[src/rtl/elastic_operand_join.sv]
// Operand join stage ahead of the elastic ALU: two valid/stop operand
// channels, each buffered in a small FIFO, merged into one valid/stop
// channel whose readiness depends only on the operands the opcode uses.

module eoj_fifo #(
    parameter int DATA_WIDTH = 32,
    parameter int DEPTH      = 2
) (
    input  logic                         clk,
    input  logic                         reset_n,
    input  logic                         push_valid,
    input  logic [DATA_WIDTH-1:0]        push_data,
    output logic                         push_stop,
    input  logic                         pop,
    output logic [DATA_WIDTH-1:0]        head,
    output logic [$clog2(DEPTH):0]       count
);
    localparam int PW = $clog2(DEPTH);
    localparam int CW = PW + 1;
    localparam logic [CW-1:0] FULL = CW'(DEPTH);

    logic [DATA_WIDTH-1:0] mem [DEPTH];
    logic [PW-1:0]         wr_ptr;
    logic [PW-1:0]         rd_ptr;
    logic                  push;

    // Full is decoded from the registered count only, so a same-cycle pop
    // never lets a push in; the freed slot shows up one cycle later.
    assign push_stop = (count == FULL);
    assign push      = push_valid & ~push_stop;
    assign head      = (count != '0) ? mem[rd_ptr] : '0;

    // Pointer and occupancy bookkeeping; pointers wrap naturally (power-of-two depth).
    always_ff @(posedge clk or negedge reset_n) begin
        if (!reset_n) begin
            wr_ptr <= '0;
            rd_ptr <= '0;
            count  <= '0;
        end else begin
            if (push) wr_ptr <= wr_ptr + PW'(1);
            if (pop)  rd_ptr <= rd_ptr + PW'(1);
            case ({push, pop})
                2'b10:   count <= count + CW'(1);
                2'b01:   count <= count - CW'(1);
                default: count <= count;
            endcase
        end
    end

    // Payload storage is deliberately left unreset.
    always_ff @(posedge clk) begin
        if (push) mem[wr_ptr] <= push_data;
    end
endmodule

module elastic_operand_join #(
    parameter int DATA_WIDTH           = 32,
    parameter int OPERATION_BIT_LENGTH = 4,
    parameter int DEPTH                = 2
) (
    input  logic                            clk,
    input  logic                            reset_n,
    input  logic [OPERATION_BIT_LENGTH-1:0] op,
    input  logic [DATA_WIDTH-1:0]           in1_data,
    input  logic                            in1_valid,
    output logic                            in1_stop,
    input  logic [DATA_WIDTH-1:0]           in2_data,
    input  logic                            in2_valid,
    output logic                            in2_stop,
    output logic [DATA_WIDTH-1:0]           out_data_1,
    output logic [DATA_WIDTH-1:0]           out_data_2,
    output logic                            valid_output,
    input  logic                            stop_output,
    output logic [$clog2(DEPTH):0]          fifo1_count,
    output logic [$clog2(DEPTH):0]          fifo2_count
);
    localparam int OW = OPERATION_BIT_LENGTH;
    localparam logic [OW-1:0] OP_NOP   = OW'(0);
    localparam logic [OW-1:0] OP_CONST = OW'(5);
    localparam logic [OW-1:0] OP_LOAD  = OW'(6);
    localparam logic [OW-1:0] OP_ROUTE = OW'(8);

    logic need1;
    logic need2;
    logic out_transfer;

    // Opcode to operand-need decode; unknown opcodes are treated as binary.
    always_comb begin
        need1 = 1'b1;
        need2 = 1'b1;
        if (op == OP_NOP || op == OP_CONST) begin
            need1 = 1'b0;
            need2 = 1'b0;
        end else if (op >= OP_LOAD && op <= OP_ROUTE) begin
            need2 = 1'b0;
        end
    end

    assign valid_output = (~need1 | (fifo1_count != '0)) &
                          (~need2 | (fifo2_count != '0));
    assign out_transfer = valid_output & ~stop_output;

    eoj_fifo #(.DATA_WIDTH(DATA_WIDTH), .DEPTH(DEPTH)) u_fifo1 (
        .clk        (clk),
        .reset_n    (reset_n),
        .push_valid (in1_valid),
        .push_data  (in1_data),
        .push_stop  (in1_stop),
        .pop        (out_transfer & need1),
        .head       (out_data_1),
        .count      (fifo1_count)
    );

    eoj_fifo #(.DATA_WIDTH(DATA_WIDTH), .DEPTH(DEPTH)) u_fifo2 (
        .clk        (clk),
        .reset_n    (reset_n),
        .push_valid (in2_valid),
        .push_data  (in2_data),
        .push_stop  (in2_stop),
        .pop        (out_transfer & need2),
        .head       (out_data_2),
        .count      (fifo2_count)
    );
endmodule

[config.mk]
export PLATFORM = sky130hd
export DESIGN_NAME = elastic_operand_join
export DESIGN_NICKNAME = d
export VERILOG_FILES = /design/src/rtl/elastic_operand_join.sv
export SDC_FILE = /design/constraint.sdc
export NUM_CORES = 1
export LEC_CHECK = 0
export BUFFER_PORTS_ARGS = -buffer_cell sky130_fd_sc_hd__buf_2
export CAP_MARGIN = 5
export CORE_MARGIN = 10
export CORE_UTILIZATION = 35
export CTS_CLUSTER_DIAMETER = 30
export DETAILED_ROUTE_END_ITERATION = 8
export PLACE_DENSITY = 0.62
export SYNTH_ARGS = -nofsm -noshare
export SYNTH_HDL_FRONTEND = slang
export SYNTH_HIERARCHICAL = 1
export SYNTH_SLANG_ARGS = --single-unit
[constraint.sdc]
create_clock -name clk -period 7.9 [get_ports clk]
set_clock_uncertainty 0.15 [all_clocks]
set_input_delay 0.395 -clock clk [delete_from_list [all_inputs] [get_ports clk]]
set_output_delay 0.395 -clock clk [all_outputs]
set_load 0.01 [all_outputs]
==> summary.md <==
| Metric | Value |
|---|---|
| Max-slew violation count | `0` |
| Most common cell after layout, fill and taps aside | `buf_2` |
| Post-synthesis sequential area ratio | `76.35%` |
| Vias in the first global route | `3,329` |
| Setup crit start kind | `register` |
| Layout cell share with drive strength beyond 1 | `38.14%` |
| Fin. Hold Viols | `0` |
| DR DRC count | `0` |
| Final setup violation count | `0` |
| Num CTS Buffers | `17` |
| Clock Latency Late Sink | `0.40 ns` |
| Die Y-Extent | `143.0 um` |
| Vias per inst | `4.534` |
| Complex-gate fraction of the synthesized area | `0.5433%` |
| Initial antenna violation count | `0` |
| Layout Cells excl Fill | `669` |
| Row count | `44` |
| Synth cell types | `20` |
| Sequential share of power | `41.6%` |
| Most frequent cells in the layout | `143 x buf_2, 128 x edfxtp_1, 69 x nor2_1` |
| Outcome | `complete, no violations` |
| Max Fclk | `0.3916 GHz` |
| Synthesized area | `5296 sq um` |
| Net Switching | `0.9168 mW` |
| Type of destination of the critical path | `output port` |
| Pin count of the biggest net entering global routing | `34` |
| Buffers on Ports | `143` |
| Largest family of logic cells by synthesized area | `multiplexers` |
| Clk sink count | `136` |
| Setup CP Type | `register to output port` |
| Routability cong. | `0.7073` |
| Die Wd | `143.0 um` |
| Gate power share | `31.4%` |
| Period utilisation layout | `32.32%` |
| Synth Area in XOR/XNOR | `1.819%` |
| Critical path fanouts, max | `33` |
| H-tree Lvls | `4` |
| Syn-to-layout area delta | `28.44%` |
| WL final | `11,190 um` |
| Nets | `548` |
| WHS | `0.02504 ns` |
| Gr ovfl total | `0` |
| Switching share of power | `33.54%` |
| Max clock buf depth | `2` |
| Clk root buf | `clkbuf_16` |
| Core area | `14,700 sq um` |
| Number of maximum-capacitance violations | `0` |
| Data arrival time of the worst path | `2.01 ns` |
| Detailed Route Iter0 Violations | `119` |
| Seq cells post-synth | `136` |
| CP required | `7.36 ns` |
| CTS tree | `built` |
| Die Area | `20,450 sq um` |
| Post-Syn Instances | `315` |
| Post-Syn Nets | `390` |
| Hold crit path type | `input pin to register` |
| Leak | `2.820 nW` |
| Maximum VDD drop | `0.0001901 V` |
| Tot GR Track Use | `11.20%` |
| Post-DP HPWL | `7664 um` |
| Slew @ Worst Pin | `1.014 ns` |
| Final setup TNS | `0 ns` |
| Setup slack after placement | `5.648 ns` |
| Clock Pin Slew Worst Setup and Hold Paths | `0.06 ns` |
| Internal power | `1.817 mW` |
| Initial core utilization | `36.03%` |
| Mux cell area share after synthesis | `12.38%` |
| Post-synthesis adder-cell area fraction | `0.4725%` |
| Global-route wire length before repair | `17,590 um` |
| Post-placement cell count | `632` |
| I/O Pins | `144` |
| RSZ-0062 raised after global routing | `false` |
| Post-route ant nets | `0` |
| Synth Area in Simple Gates | `6.166%` |
| Yosys warning count | `6` |
| Core Util, Final | `46.28%` |
| Diodes inserted | `0` |
| Cell Pwr Density | `401.8 nW/um^2` |
| Clock share of power | `27.0%` |
| Worst rel slew slack | `32.37%` |
| Final WS setup | `5.347 ns` |
| Final min period | `2.553 ns` |
| Drt pass-1 iters | `5` |
| Synth Area per Inst | `16.81 sq um` |
| Via Count | `3,033` |
| WL per Instance | `16.72 um` |
synthesized netlist by cell type, drive strengths merged:
cell type  number  area, sq um
nand2b          3        18.77
a2111oi         1        15.01
mux2            1        15.01
o31a            1        8.760
dfrtp           8        200.2
nor3            1        5.000
xnor2           6        52.55
xor2            5        43.79
nor2           73        274.0
inv             2        7.510
nand2           2        7.510
edfxtp        128         3844
buf            14        112.6
a21oi           1        5.000
mux2i          64        640.6
nor4b           1        8.760
and3            2        12.51
ha              2        25.02
power by group through the flow:
stage	combinational [mW]	sequential [mW]	clock (mW)
after floorplan	0.617	1.06	0
after global placement	0.873	1.15	0
after detailed placement	0.877	1.15	0
after CTS	0.883	1.14	0.760
after global routing	0.955	1.16	0.790
final	0.858	1.14	0.739
metrics by stage:
step	power, mW	cell area [sq um]
2_1_floorplan	1.672	5296
3_3_place_gp	2.020	6182
3_5_place_dp	2.032	6182
4_1_cts	2.785	6803
5_1_grt	2.905	6803
6_report	2.733	6803
kinds of logic (layout without fill, tap and decap cells):
logic type | Yosys count | count (layout)
mux | 65 | 65
buf+inv | 16 | 186
compound gates | 3 | 3
xor+xnor | 11 | 11
flops | 136 | 136
fa+ha+maj | 2 | 2
simple gates | 82 | 82
registers in the layout (all words and copies together), names as in the netlist:
register / cells
u_fifo1/rd_ptr: 1
u_fifo1/wr_ptr: 1
u_fifo1/count: 2
u_fifo1/mem: 64
u_fifo2/rd_ptr: 1
u_fifo2/wr_ptr: 1
u_fifo2/count: 2
u_fifo2/mem: 64
final cells by class:
class / count / area, sq um
timing repair buffer: 153 / 805.8
tap: 184 / 230.2
inverter: 2 / 7.507
sequential: 136 / 4046
clock inverter: 14 / 135.1
fill: 1334 / 7896
clock buffer: 17 / 425.4
multi-input combinational: 163 / 1152
final timing paths:
kind / start / endpoint / slack [ns] / cells after the start
max in group asynchronous: reset_n / u_fifo1/rd_ptr$_DFFE_PN0P_ / 7.20 / 2
worst min-delay path: in2_data[12] / u_fifo2/mem[0][12]$_DFFE_PP_ / 0.03 / 1
worst max register to register: u_fifo2/count[0]$_DFFE_PN0P_ / u_fifo2/mem[0][2]$_DFFE_PP_ / 5.80 / 3
worst max-delay path: u_fifo2/rd_ptr$_DFFE_PN0P_ / out_data_2[14] / 5.35 / 3
min in group asynchronous: reset_n / u_fifo2/count[0]$_DFFE_PN0P_ / 0.22 / 2
worst min register to register: u_fifo1/wr_ptr$_DFFE_PN0P_ / u_fifo1/wr_ptr$_DFFE_PN0P_ / 0.40 / 1
worst max-delay path: stages (launching register included):
cell and delay [ns]:
dfrtp_2 1.02, mux2i_1 0.20, nor2_1 0.20, buf_2 0.17
what timing repair did:
action	4_1_cts	5_1_grt
setup buffers	0	0
endpoints found under the hold margin	18	0
hold buffers	6	0
gates resized for setup	0	0
endpoints found under the setup margin	0	0
metal layers:
layer,part of all wire (%),global-route usage [%]
met5,0,0
met4,0.26,4.886
met2,46,17.12
met1,42,12.86
met3,12,5.837
No activity file was read; power rests on OpenSTA's default activity.
